===== src/rtl/apb_master_nslv.sv =====
// APB master with NSLV one-hot selects.
// Takes read/write requests over a valid/ready handshake, runs one APB
// transfer per request (back-to-back when the next request is already
// waiting), and returns a one-cycle response pulse per request. Slave
// errors, out-of-range selects and wait-state timeouts are reported on
// the response.
module apb_master_nslv #(
  parameter int DW      = 8,
  parameter int AW      = 8,
  parameter int NSLV    = 4,
  parameter int SW      = 2,
  parameter int TIMEOUT = 15
) (
  input  logic            PCLK,
  input  logic            PRESET,
  input  logic            i_req_valid,
  output logic            o_req_ready,
  input  logic            i_req_write,
  input  logic [SW-1:0]   i_req_sel,
  input  logic [AW-1:0]   i_req_addr,
  input  logic [DW-1:0]   i_req_wdata,
  output logic            o_rsp_valid,
  output logic [DW-1:0]   o_rsp_rdata,
  output logic            o_rsp_err,
  output logic            o_rsp_timeout,
  output logic [NSLV-1:0] PSEL,
  output logic            PENABLE,
  output logic            PWRITE,
  output logic [AW-1:0]   PADDR,
  output logic [DW-1:0]   PWDATA,
  input  logic            PREADY,
  input  logic [DW-1:0]   PRDATA,
  input  logic            PSLVERR
);

  // The wait counter only has to reach TIMEOUT; at that value the transfer
  // either completes or is aborted, so it never needs to count further.
  localparam int CW = (TIMEOUT > 0) ? $clog2(TIMEOUT + 1) : 1;

  typedef enum logic [1:0] {
    S_IDLE   = 2'd0,
    S_SETUP  = 2'd1,
    S_ACCESS = 2'd2
  } state_t;

  state_t          state, state_d;
  logic [CW-1:0]   wait_cnt, wait_cnt_d;
  // A bad select accepted on a completion cycle owes an error pulse on the
  // following cycle, since the completion pulse occupies the current one.
  logic            bad_pend, bad_pend_d;

  logic [NSLV-1:0] psel_d;
  logic            penable_d;
  logic            pwrite_d;
  logic [AW-1:0]   paddr_d;
  logic [DW-1:0]   pwdata_d;
  logic            rsp_valid_d;
  logic [DW-1:0]   rsp_rdata_d;
  logic            rsp_err_d;
  logic            rsp_timeout_d;

  logic            accept;
  logic            sel_ok;
  logic            timeout_hit;

  assign o_req_ready = (state == S_IDLE) || ((state == S_ACCESS) && PREADY);
  assign accept      = i_req_valid && o_req_ready;
  assign sel_ok      = (32'(i_req_sel) < NSLV);
  assign timeout_hit = (TIMEOUT > 0) && (state == S_ACCESS) && !PREADY &&
                       (wait_cnt == CW'(TIMEOUT));

  // State and output registers; synchronous reset drops any transfer silently.
  // NOTE: sequential state uses non-blocking assignments so every register
  // samples the pre-edge values, independent of statement order.
  always_ff @(posedge PCLK) begin
    if (!PRESET) begin
      state         <= S_IDLE;
      wait_cnt      <= '0;
      bad_pend      <= 1'b0;
      PSEL          <= '0;
      PENABLE       <= 1'b0;
      PWRITE        <= 1'b0;
      PADDR         <= '0;
      PWDATA        <= '0;
      o_rsp_valid   <= 1'b0;
      o_rsp_rdata   <= '0;
      o_rsp_err     <= 1'b0;
      o_rsp_timeout <= 1'b0;
    end else begin
      state         <= state_d;
      wait_cnt      <= wait_cnt_d;
      bad_pend      <= bad_pend_d;
      PSEL          <= psel_d;
      PENABLE       <= penable_d;
      PWRITE        <= pwrite_d;
      PADDR         <= paddr_d;
      PWDATA        <= pwdata_d;
      o_rsp_valid   <= rsp_valid_d;
      o_rsp_rdata   <= rsp_rdata_d;
      o_rsp_err     <= rsp_err_d;
      o_rsp_timeout <= rsp_timeout_d;
    end
  end

  // Next-state selection: IDLE -> SETUP -> ACCESS -> (SETUP | IDLE).
  // NOTE: every variable written in a combinational block gets a default
  // first, so no path leaves it unassigned and no latch is inferred.
  always_comb begin
    state_d = state;
    case (state)
      S_IDLE:   if (accept && sel_ok) state_d = S_SETUP;
      S_SETUP:  state_d = S_ACCESS;
      S_ACCESS: begin
        if (PREADY)           state_d = (i_req_valid && sel_ok) ? S_SETUP : S_IDLE;
        else if (timeout_hit) state_d = S_IDLE;
      end
      default:  state_d = S_IDLE;
    endcase
  end

  // Next values of the registered bus and response outputs.
  always_comb begin
    psel_d        = PSEL;
    penable_d     = PENABLE;
    pwrite_d      = PWRITE;
    paddr_d       = PADDR;
    pwdata_d      = PWDATA;
    rsp_valid_d   = 1'b0;
    rsp_rdata_d   = o_rsp_rdata;
    rsp_err_d     = o_rsp_err;
    rsp_timeout_d = o_rsp_timeout;
    wait_cnt_d    = wait_cnt;
    bad_pend_d    = 1'b0;

    case (state)
      S_IDLE: begin
        psel_d    = '0;
        penable_d = 1'b0;
        if (bad_pend || (accept && !sel_ok)) begin
          rsp_valid_d   = 1'b1;
          rsp_rdata_d   = '0;
          rsp_err_d     = 1'b1;
          rsp_timeout_d = 1'b0;
          // A fresh bad select behind a pending one gets its own pulse next.
          bad_pend_d    = bad_pend && accept && !sel_ok;
        end
      end
      S_SETUP: penable_d = 1'b1;
      S_ACCESS: begin
        if (PREADY) begin
          psel_d        = '0;
          penable_d     = 1'b0;
          rsp_valid_d   = 1'b1;
          rsp_rdata_d   = PWRITE ? '0 : PRDATA;
          rsp_err_d     = PSLVERR;
          rsp_timeout_d = 1'b0;
          bad_pend_d    = accept && !sel_ok;
        end else if (timeout_hit) begin
          psel_d        = '0;
          penable_d     = 1'b0;
          rsp_valid_d   = 1'b1;
          rsp_rdata_d   = '0;
          rsp_err_d     = 1'b1;
          rsp_timeout_d = 1'b1;
        end else begin
          wait_cnt_d = wait_cnt + CW'(1);
        end
      end
      default: begin
        psel_d    = '0;
        penable_d = 1'b0;
      end
    endcase

    // Loading a request (from IDLE or back-to-back) overrides the bus outputs.
    if (accept && sel_ok) begin
      psel_d     = NSLV'(1) << i_req_sel;
      penable_d  = 1'b0;
      pwrite_d   = i_req_write;
      paddr_d    = i_req_addr;
      pwdata_d   = i_req_write ? i_req_wdata : '0;
      wait_cnt_d = '0;
    end
  end

endmodule


===== config.mk =====
export PLATFORM = sky130hd
export DESIGN_NAME = apb_master_nslv
export DESIGN_NICKNAME = d
export VERILOG_FILES = /design/src/rtl/apb_master_nslv.sv
export SDC_FILE = /design/constraint.sdc
export NUM_CORES = 1
export LEC_CHECK = 0
export CORE_UTILIZATION = 40
export CTS_BUF_LIST = sky130_fd_sc_hd__clkbuf_16
export DETAILED_ROUTE_END_ITERATION = 16
export HOLD_SLACK_MARGIN = 0.03
export PLACE_DENSITY = 0.78
export SETUP_SLACK_MARGIN = 0.5
export SLEW_MARGIN = 5
export SYNTH_ARGS = -nofsm -noshare
export SYNTH_HDL_FRONTEND = slang
export SYNTH_SLANG_ARGS = --single-unit

===== constraint.sdc =====
create_clock -name PCLK -period 1.8 [get_ports PCLK]
set_input_delay 0.36 -clock PCLK [delete_from_list [all_inputs] [get_ports PCLK]]
set_output_delay 0.36 -clock PCLK [all_outputs]
set_load 0.05 [all_outputs]

# ---- Word level (Yosys, flattened, before mapping)
# Cells that the tools add are included.
dict set report totals {
  ff_bits 39
  input_bits 32
  wordCells 62
}
dict set report op_classes {
  addsub 1
  n_eq_ne 7
  n_shift 1
  muxes 24
  bitwise_logic 4
  reduce_logical 14
}
# operator n
set op_table {}
lappend op_table {{8-bit 2-to-1 mux} 5}
lappend op_table {{4-bit 2-to-1 mux} 3}
lappend op_table {{1-bit 2-to-1 mux} 10}
lappend op_table {{4-bit one-hot mux with 2 select lines} 1}
lappend op_table {{2-bit 2-to-1 mux} 3}
lappend op_table {{2-bit one-hot mux with 3 select lines} 1}
lappend op_table {{2-bit AND reduction} 3}
lappend op_table {{3-bit AND reduction} 2}
lappend op_table {{4-bit by 1-bit adder with 4-bit output (second input constant)} 1}
lappend op_table {{4-bit == test (second input constant)} 1}
lappend op_table {{1-bit logical AND} 4}
lappend op_table {{2-bit != test (second input constant)} 2}
lappend op_table {{4-bit != test (second input constant)} 1}
lappend op_table {{1-bit inverter} 4}
lappend op_table {{1-bit by 2-bit << shifter with 4-bit output (first input constant)} 1}
lappend op_table {{3-bit != test (second input constant)} 1}
lappend op_table {{2-bit by 1-bit == test with 1-bit output (second input constant)} 1}
lappend op_table {{2-bit == test (second input constant)} 1}
lappend op_table {{2-bit logical NOT} 1}
lappend op_table {{1-bit one-hot mux with 2 select lines} 1}
lappend op_table {{2-bit nonzero test} 1}
lappend op_table {{2-bit OR reduction} 1}
lappend op_table {{1-bit logical NOT} 1}
lappend op_table {{1-bit logical OR} 1}

# ---- Depth between registers and ports, before layout
# Gate-level depths: netlist of the first run.
dict set report depth {
  depth_word 7
  ltp_mapped 4
}

# ---- Worst setup path before layout of the first run
# No wires, ideal clock.
dict set report synth_path {
  path_type {input -> output}
  from {input PREADY}
  to {output o_req_ready}
  t_arrival_ns 1.242
  t_required_ns 1.440
  path_slack_ns 0.198
  cell_stages 2
  cell_sequence {and2b_2 -> nor2_1}
}
dict set report synth_between {
  elab_chain_cells 2
}
# element line
set synth_lines {}
lappend synth_lines {{from (decl)} 31} ;# input logic PREADY,
lappend synth_lines {{1-bit logical AND} 66} ;# assign o_req_ready = (state == S_IDLE) || ((state == S_ACCESS) && PREADY);
lappend synth_lines {{1-bit logical OR} 66}
lappend synth_lines {{to (decl)} 17} ;# output logic o_req_ready,
# No other way between the ends.

# ---- Worst setup path after layout of the first run
dict set report layout_path {
  from {register state[1]}
  to {output o_req_ready}
}
dict set report layout_between {
  elab_chain_cells 3
}
# element line
set layout_lines {}
lappend layout_lines {{from (decl)} 46} ;# state_t state, state_d;
lappend layout_lines {{from (signal assigned)} 90} ;# state <= state_d;
lappend layout_lines {{2-bit == test} 66}
lappend layout_lines {{1-bit logical AND} 66}
lappend layout_lines {{1-bit logical OR *} 66}
# Mark *: on every way between the ends. The rest lies on a longest branch, timed or not.

==> metrics.txt, run 1 <==
total vias in the final route=~1300; Layout area overhead=70.7%; reg-to-reg slack, setup=around 0.38 ns; number of top-level pins=66; CP Max Fanout=5; syn_area_per_cell=between 10 and 15 sq um; power density cells=about 860 nW/um^2; predominant post-synthesis flop cell=dfxtp_1; CP startpoint=state[1]; drt wl/cell=around 14 um; global-route met3 utilization=under 10%; hold buffers post-CTS=0; grt met2 use=33.2%; VDD IR max=~0.78 mV; total grt overflow=0; Post-synth EDFFs=0; Die H=61.7 um; Reg2Reg Capture Point=wait_cnt[3]; Cell Area, Placed=2140 sq um; worst r2r path cells=4; count leader, synth=dfxtp_1; post-route ant nets=0; Clock Pin Slew Worst Setup and Hold Paths=~0.060 ns; largest net degree at the start of global routing=18; deepest clock path buffer count=2; Critical Path Source Type=register; sequential cell area fraction in the yosys report=approximately 55%; Hold Crit Depth=1; Final Cell Area=between 2000 and 2500 sq um; DRT Pass-1 Iters=4; FP Rows=21; Synth Cell Area=1430 sq um; final setup fails=0; crit-path cells=and2b_2 > nor2_4 > buf_12; Worst path slowest cell=dfxtp_2; IO Port Bufs=65; DR iter-0 viols=between 40 and 50; worst hold path type=register to register; Gate Count Post-Synth=between 100 and 150; met1 Use GR=20.9%; TritonCTS buffer count=5; die area=between 3000 and 4000 sq um; clock latency on the worst-skew pair=between 0.2 and 0.3 ns; Final period util=around 80%; share of the synthesized area in the top cell type=a little over half; YS warnings=0; area leader, netlist=dfxtp_1; filler cell count=between 200 and 250; Tot GR Track Use=roughly 19%; syn nets=160; min-delay src=PWDATA[5]; # DRC=0; vias in the first global route=between 1000 and 1500; fmax=between 600 and 700 MHz; Max-Cap Viols=0; initial antenna violation count=0; routability cong.=roughly 0.78; ANT cells=0; Final min period=1.45 ns; RSZ-0062 raised after global routing=true; reg2reg start=wait_cnt[0]; synth top area cells=dfxtp_1 55%, a22o_1 15%, a21oi_1 2.8%; share of layout cells above drive strength 1=roughly two fifths; WP data arrival=1.09 ns; clock skew=between 0.004 and 0.005 ns; fin nets=between 200 and 250; required time worst endpoint=1.44 ns; final hold violation count=0; CTS tree=done; status=completed; Initial Utilization=between 40 and 50%; vias per cell=5.16; Final Max Slew Viols=0; global-route wire length before repair=5220 um; Setup CP Type=register to primary output; Hold Path Sink=PWDATA[5]; share of flip-flops with an asynchronous set or reset=0%; CTS sink count=39; Static Leakage=a little over 0.001 uW; Synth Register Bits=39; core box area=between 3000 and 4000 sq um; Finished Core Util=a little under three quarters; top cells by count, synth=39 x dfxtp_1, 24 x a22o_1, 8 x a21oi_1; CP max stage delay=roughly 0.35 ns; Netlist cell types=34; HPWL Detailed=2570 um; worst slew pin tran=roughly 0.39 ns; CP endpoint kind=primary output; Rel. slew slack=around three quarters; clock root buffer=clkbuf_16; H-Tree Depth=2; Die X=about 62 um; Routed Wire Length=3630 um; GRT busiest layer=met2
==> cell usage in the layout, fill, tap and decap left out, drive strengths merged, types with 3 or more instances in the layout <==
| cell | instances |
|---|---|
| nand2b | 3 |
| buf | 52 |
| nor2b | 5 |
| inv | 5 |
| clkbuf | 5 |
| clkdlybuf4s50 | 28 |
| nor2 | 5 |
| a32oi | 3 |
| a31oi | 3 |
| dfxtp | 39 |
| o21ai | 3 |
| a22o | 24 |
| nand3 | 6 |
| a21oi | 10 |
==> report_power, final <==
group | switching (uW) | leakage [uW] | internal (uW)
Clock | 310 | 0.0000762 | 500
Combinational | 206 | 0.000635 | 168
Sequential | 24.4 | 0.000320 | 894
==> routing by layer <==
metal | vias to the layer above | share of wire [%]
met3 | 2 | 6.2
met5 | - | 0
met2 | 58 | 50
li1 | 659 | -
met1 | 617 | 43
met4 | 0 | 0.52
==> critical path, delay by kind of cell, from the launching register on <==
family        cells  cell delay (ns)
simple gates      2             0.33
buf+inv           1             0.14
flops             1             0.35
==> flip-flops by register name (all words and copies together), names as in the netlist, 2 cells and up <==
signal and cells:
wait_cnt 4, o_rsp_rdata 8, PADDR 8, PSEL 4, PWDATA 8, state 2
==> how the worst max path moves through the flow <==
stage	endpoint	slack, ns	depth (start not counted)
3_5_place_dp	PADDR[4]	-0.28	4
4_1_cts	o_req_ready	0.34	3
3_3_place_gp	PADDR[5]	-0.18	4
6_report	o_req_ready	0.35	3
2_1_floorplan	wait_cnt[3]	0.51	4
5_1_grt	o_req_ready	0.31	3
==> cells by family after synthesis <==
| group | synth area share (%) |
|---|---|
| buf+inv | 2.80 |
| flops | 54.7 |
| fa+ha+maj | 0.876 |
| compound gates | 27.1 |
| simple gates | 14.5 |
==> final cells by class <==
class	count	area, sq um	share of cell area (%)
sequential	39	791	32.4
timing repair buffer	82	734	30.1
multi-input combinational	81	706	29.0
clock buffer	5	125	5.13
tap	46	57.6	2.36
clock inverter	3	12.5	0.513
inverter	3	11.3	0.462
==> repair_timing <==
action | CTS | global route
resized for setup | 10 | 16
setup buffers | 2 | 5
pin swaps | 1 | 9
setup endpoints to repair | 37 | 34
==> per-stage QoR <==
| stage | total power [uW] | std cells | setup WS (ns) | hold WS (ns) | setup TNS, ns |
|---|---|---|---|---|---|
| final | 2100 | 259 | 0.350 | 0.484 | 0 |
| after global routing | 2170 | 259 | 0.311 | 0.500 | 0 |
| after CTS | 2100 | 254 | 0.340 | 0.463 | 0 |
| after detailed placement | 1290 | 244 | -0.279 | 0.470 | -5.31 |
| after global placement | 1280 | 244 | -0.184 | 0.464 | -3.69 |
| after floorplan | 1130 | 127 | 0.507 | 0.482 | 0 |
(Power assumes the default switching activity.)
==> run 2: changes to the inputs <==
==> constraint.sdc (replaced) <==
create_clock -name PCLK -period 1.4 [get_ports PCLK]
set_input_delay 0.28 -clock PCLK [delete_from_list [all_inputs] [get_ports PCLK]]
set_output_delay 0.28 -clock PCLK [all_outputs]
set_load 0.05 [all_outputs]
==> run 2 against run 1 <==
  * The run now fails in 5_1_grt
  * Synthesized area did not move
  * Synthesized cell count unchanged
==> metrics.txt, run 2 <==
last worst endpoint in the global-route repair_timing=o_rsp_rdata[3]$_SDFFE_PN0P_/D; Gate Count Post-Synth=127 (unchanged); Synth Cell Area=1430 sq um (unchanged); syn nets=160 (unchanged); worst_ep kind=sequential cell input; top cells by count, synth=39 x dfxtp_1, 24 x a22o_1, 8 x a21oi_1; count leader, synth=dfxtp_1; predominant post-synthesis flop cell=dfxtp_1; clock root buffer=clkbuf_16; pre-CTS setup slack=-0.370 ns (-0.0912 ns); number of top-level pins=66 (unchanged); H-Tree Depth=2 (unchanged); YS warnings=0 (unchanged); HPWL Detailed=3060 um (+19%); hold buffers post-CTS=0 (unchanged); synth top area cells=dfxtp_1 55%, a22o_1 15%, a21oi_1 2.8%; sequential cell area fraction in the yosys report=54.7% (unchanged); CTS sink count=39 (unchanged); share of flip-flops with an asynchronous set or reset=0% (unchanged); IO Port Bufs=65 (unchanged); share of the synthesized area in the top cell type=54.7% (unchanged); Synth Register Bits=39 (unchanged); deepest clock path buffer count=2 (unchanged); syn_area_per_cell=11.2 sq um (unchanged); failing step=5_1_grt; Initial Utilization=42.1% (unchanged); TritonCTS buffer count=5 (unchanged); largest net degree at the start of global routing=13; Die X=61.7 um (unchanged); Netlist cell types=34 (unchanged); Post-synth EDFFs=0 (unchanged); routability cong.=0.736 (-5.1%); FP Rows=21 (unchanged); initial antenna violation count=0; Die H=61.7 um (unchanged); Error=[ERROR DPL-0033] detailed placement checks failed during check placement.; status=aborted with a tool error; area leader, netlist=dfxtp_1
run 2: logic make-up after synthesis:
family | Yosys count | synth area share (%)
DFF | 39 | 54.7
AOI/OAI and AO/OA | 49 | 27.1
adders and majority gates | 1 | 0.876
buffers and inverters | 7 | 2.80
and+or+nand+nor | 31 | 14.5
run 2: what timing repair did:
action / 4_1_cts
endpoints found under the setup margin: 73
cloned: 2
pin swaps: 19
gates resized for setup: 79
buffers inserted: 17
run 2: stage by stage:
step           instances  utilization, %  cell area [sq um]
2_1_floorplan        127               -               1510
3_3_place_gp         244            76.3               2590
3_5_place_dp         244            76.3               2590
4_1_cts              271            93.4               3170
==> run 3: changes to the inputs <==
==> config.mk (replaced) <==
export PLATFORM = sky130hd
export DESIGN_NAME = apb_master_nslv
export DESIGN_NICKNAME = d
export VERILOG_FILES = /design/src/rtl/apb_master_nslv.sv
export SDC_FILE = /design/constraint.sdc
export NUM_CORES = 1
export LEC_CHECK = 0
export CORE_AREA = 2 2 63 65
export DETAILED_ROUTE_END_ITERATION = 16
export DIE_AREA = 0 0 65 67
export PLACE_DENSITY_LB_ADDON = 0.15
export SLEW_MARGIN = 5
export SYNTH_ARGS = -nofsm -noshare
export SYNTH_HDL_FRONTEND = slang
export SYNTH_SLANG_ARGS = --single-unit
==> run 3 against run 2 <==
  * The flow now finishes, with violations (negative setup slack)
==> metrics.txt, run 3 (synthesis results as in run 1) <==
Reg2Reg Capture Point=wait_cnt[3]; Clock Pin Slew Worst Setup and Hold Paths=0.08 ns; status=finished, violations left; required time worst endpoint=~1.6 ns; reg-to-reg slack, setup=-0.03 ns; HPWL Detailed=3330 um (+8.7%); power density cells=between 1000 and 1500 nW/um^2; share of layout cells above drive strength 1=about two fifths; clock root buffer=clkbuf_8; core box area=~3600 sq um; routability cong.=0.753 (+2.2%); Cell Area, Placed=2610 sq um (+1.0%); fmax=701 MHz; fin nets=between 200 and 300; total grt overflow=0; pre-CTS setup slack=-0.515 ns (-0.145 ns); TritonCTS buffer count=5 (unchanged); Critical Path Source Type=register; Multi-input gate area=roughly 660 sq um; DR iter-0 viols=67; Initial Utilization=39.6% (-2.5 points); vias in the first global route=1476; Routed Wire Length=around 4300 um; Final Cell Area=roughly 2800 sq um; Hold Path Sink=PSEL[0]; Tot GR Track Use=between 20% and 30%; Die X=65 um (+5.3%); most common cell after layout, fill and taps aside=dfxtp_1; Worst path slowest cell=or4_4; clock latency on the worst-skew pair=about 0.29 ns; CP top delay family=simple AND/OR/NAND/NOR gates; worst hold path type=register to register; clock skew=a little under 0.006 ns; ANT cells=0; DRT Pass-1 Iters=4; Rel. slew slack=approximately 70%; Layout area overhead=97.8%; WP data arrival=1.65 ns; CP endpoint kind=register; largest net degree at the start of global routing=18; hold buffers post-CTS=0 (unchanged); CTS tree=done; post-route ant nets=0; min-delay src=PSEL[0]; WP depth=4; global-route wire length before repair=6840 um; worst slew pin tran=about 0.45 ns; crit-path cells=ha_4 > a31o_4 > or4_4 > a21oi_2; die area=roughly 4400 sq um; Static Leakage=between 0.001 and 0.0015 uW; # DRC=0; CP Max Fanout=6; crit path buf inv count=0; Final period util=102%; drt wl/cell=16.2 um; CP max stage delay=roughly 0.48 ns; worst r2r path cells=4; Max-Cap Viols=0; VDD IR max=between 0.7 and 0.8 mV; Hold Crit Depth=2; Register Area=around 780 sq um; failing checks=negative setup slack; Die H=67 um (+8.5%); Final Max Slew Viols=0; initial antenna violation count=0; most frequent cells in the layout=36 x dfxtp_1, 35 x buf_12, 30 x clkdlybuf4s50_1; final setup fails=1; total vias in the final route=1384; H-Tree Depth=2 (unchanged); Final min period=around 1.4 ns; CP startpoint=wait_cnt[0]; Largest regs=PADDR: 8 flops, PWDATA: 8 flops, o_rsp_rdata: 8 flops; filler cell count=about 240; final hold violation count=0; RSZ-0062 raised after global routing=true; Worst Slack Setup Final=-0.0269 ns; reg2reg start=wait_cnt[0]; vias per cell=5.20; deepest clock path buffer count=2 (unchanged); CTS sink count=39 (unchanged); Setup CP Type=register to register; number of top-level pins=66 (unchanged); FP Rows=22 (+4.8%); IO Port Bufs=65 (unchanged)
==> run 3: power by group <==
part | total (uW) | switching, uW | internal [uW]
combinational | 582 | 271 | 311
sequential | 1200 | 49.0 | 1150
clock | 1100 | 392 | 711
==> run 3: cell type report <==
type	instances	share of cell area [%]
Timing Repair Buffer	87	41.3
Sequential cell	39	27.8
Multi-Input combinational cell	81	23.5
Clock buffer	5	2.44
Clock inverter	3	2.39
Tap cell	48	2.13
Inverter	3	0.399
==> run 3: worst max path at each step <==
stage | end | slack (ns)
after CTS | wait_cnt[3] | -0.06
after global routing | wait_cnt[3] | -0.07
after floorplan | wait_cnt[3] | 0.01
final | wait_cnt[3] | -0.03
after detailed placement | PADDR[2] | -0.52
after global placement | PADDR[1] | -0.47
==> run 3: routing by layer <==
layer | vias up | track usage (%) | wire length, um
met5 | - | 0 | 0
met4 | 0 | 6.65 | 31
met3 | 5 | 6.42 | 293
met2 | 57 | 38.9 | 2300
met1 | 650 | 22.4 | 1680
li1 | 672 | - | -
==> run 3: metrics by stage <==
stage	hold WS (ns)	utilization (%)	cells	power (uW)	TNS [ns]
CTS	0.533	77.2	265	2890	-0.0577
global route	0.559	78.3	266	2980	-0.271
floorplan	0.405	-	127	1450	0
detailed placement	0.512	72.5	256	1790	-13.91
finish	0.530	78.3	266	2880	-0.0269
global placement	0.495	72.5	256	1770	-13.28
==> run 3: what timing repair did <==
| action | 4_1_cts | 5_1_grt |
|---|---|---|
| resized for setup | 8 | 5 |
| pin swaps | 3 | 2 |
| endpoints found under the hold margin | 0 | 0 |
| endpoints found under the setup margin | 27 | 29 |
| setup buffers | 1 | 1 |
==> run 3: worst min-delay path, cell delays in order (launching register included) <==
cell and delay, ns:
dfxtp_1 0.35, nand3_1 0.08, a21oi_1 0.06
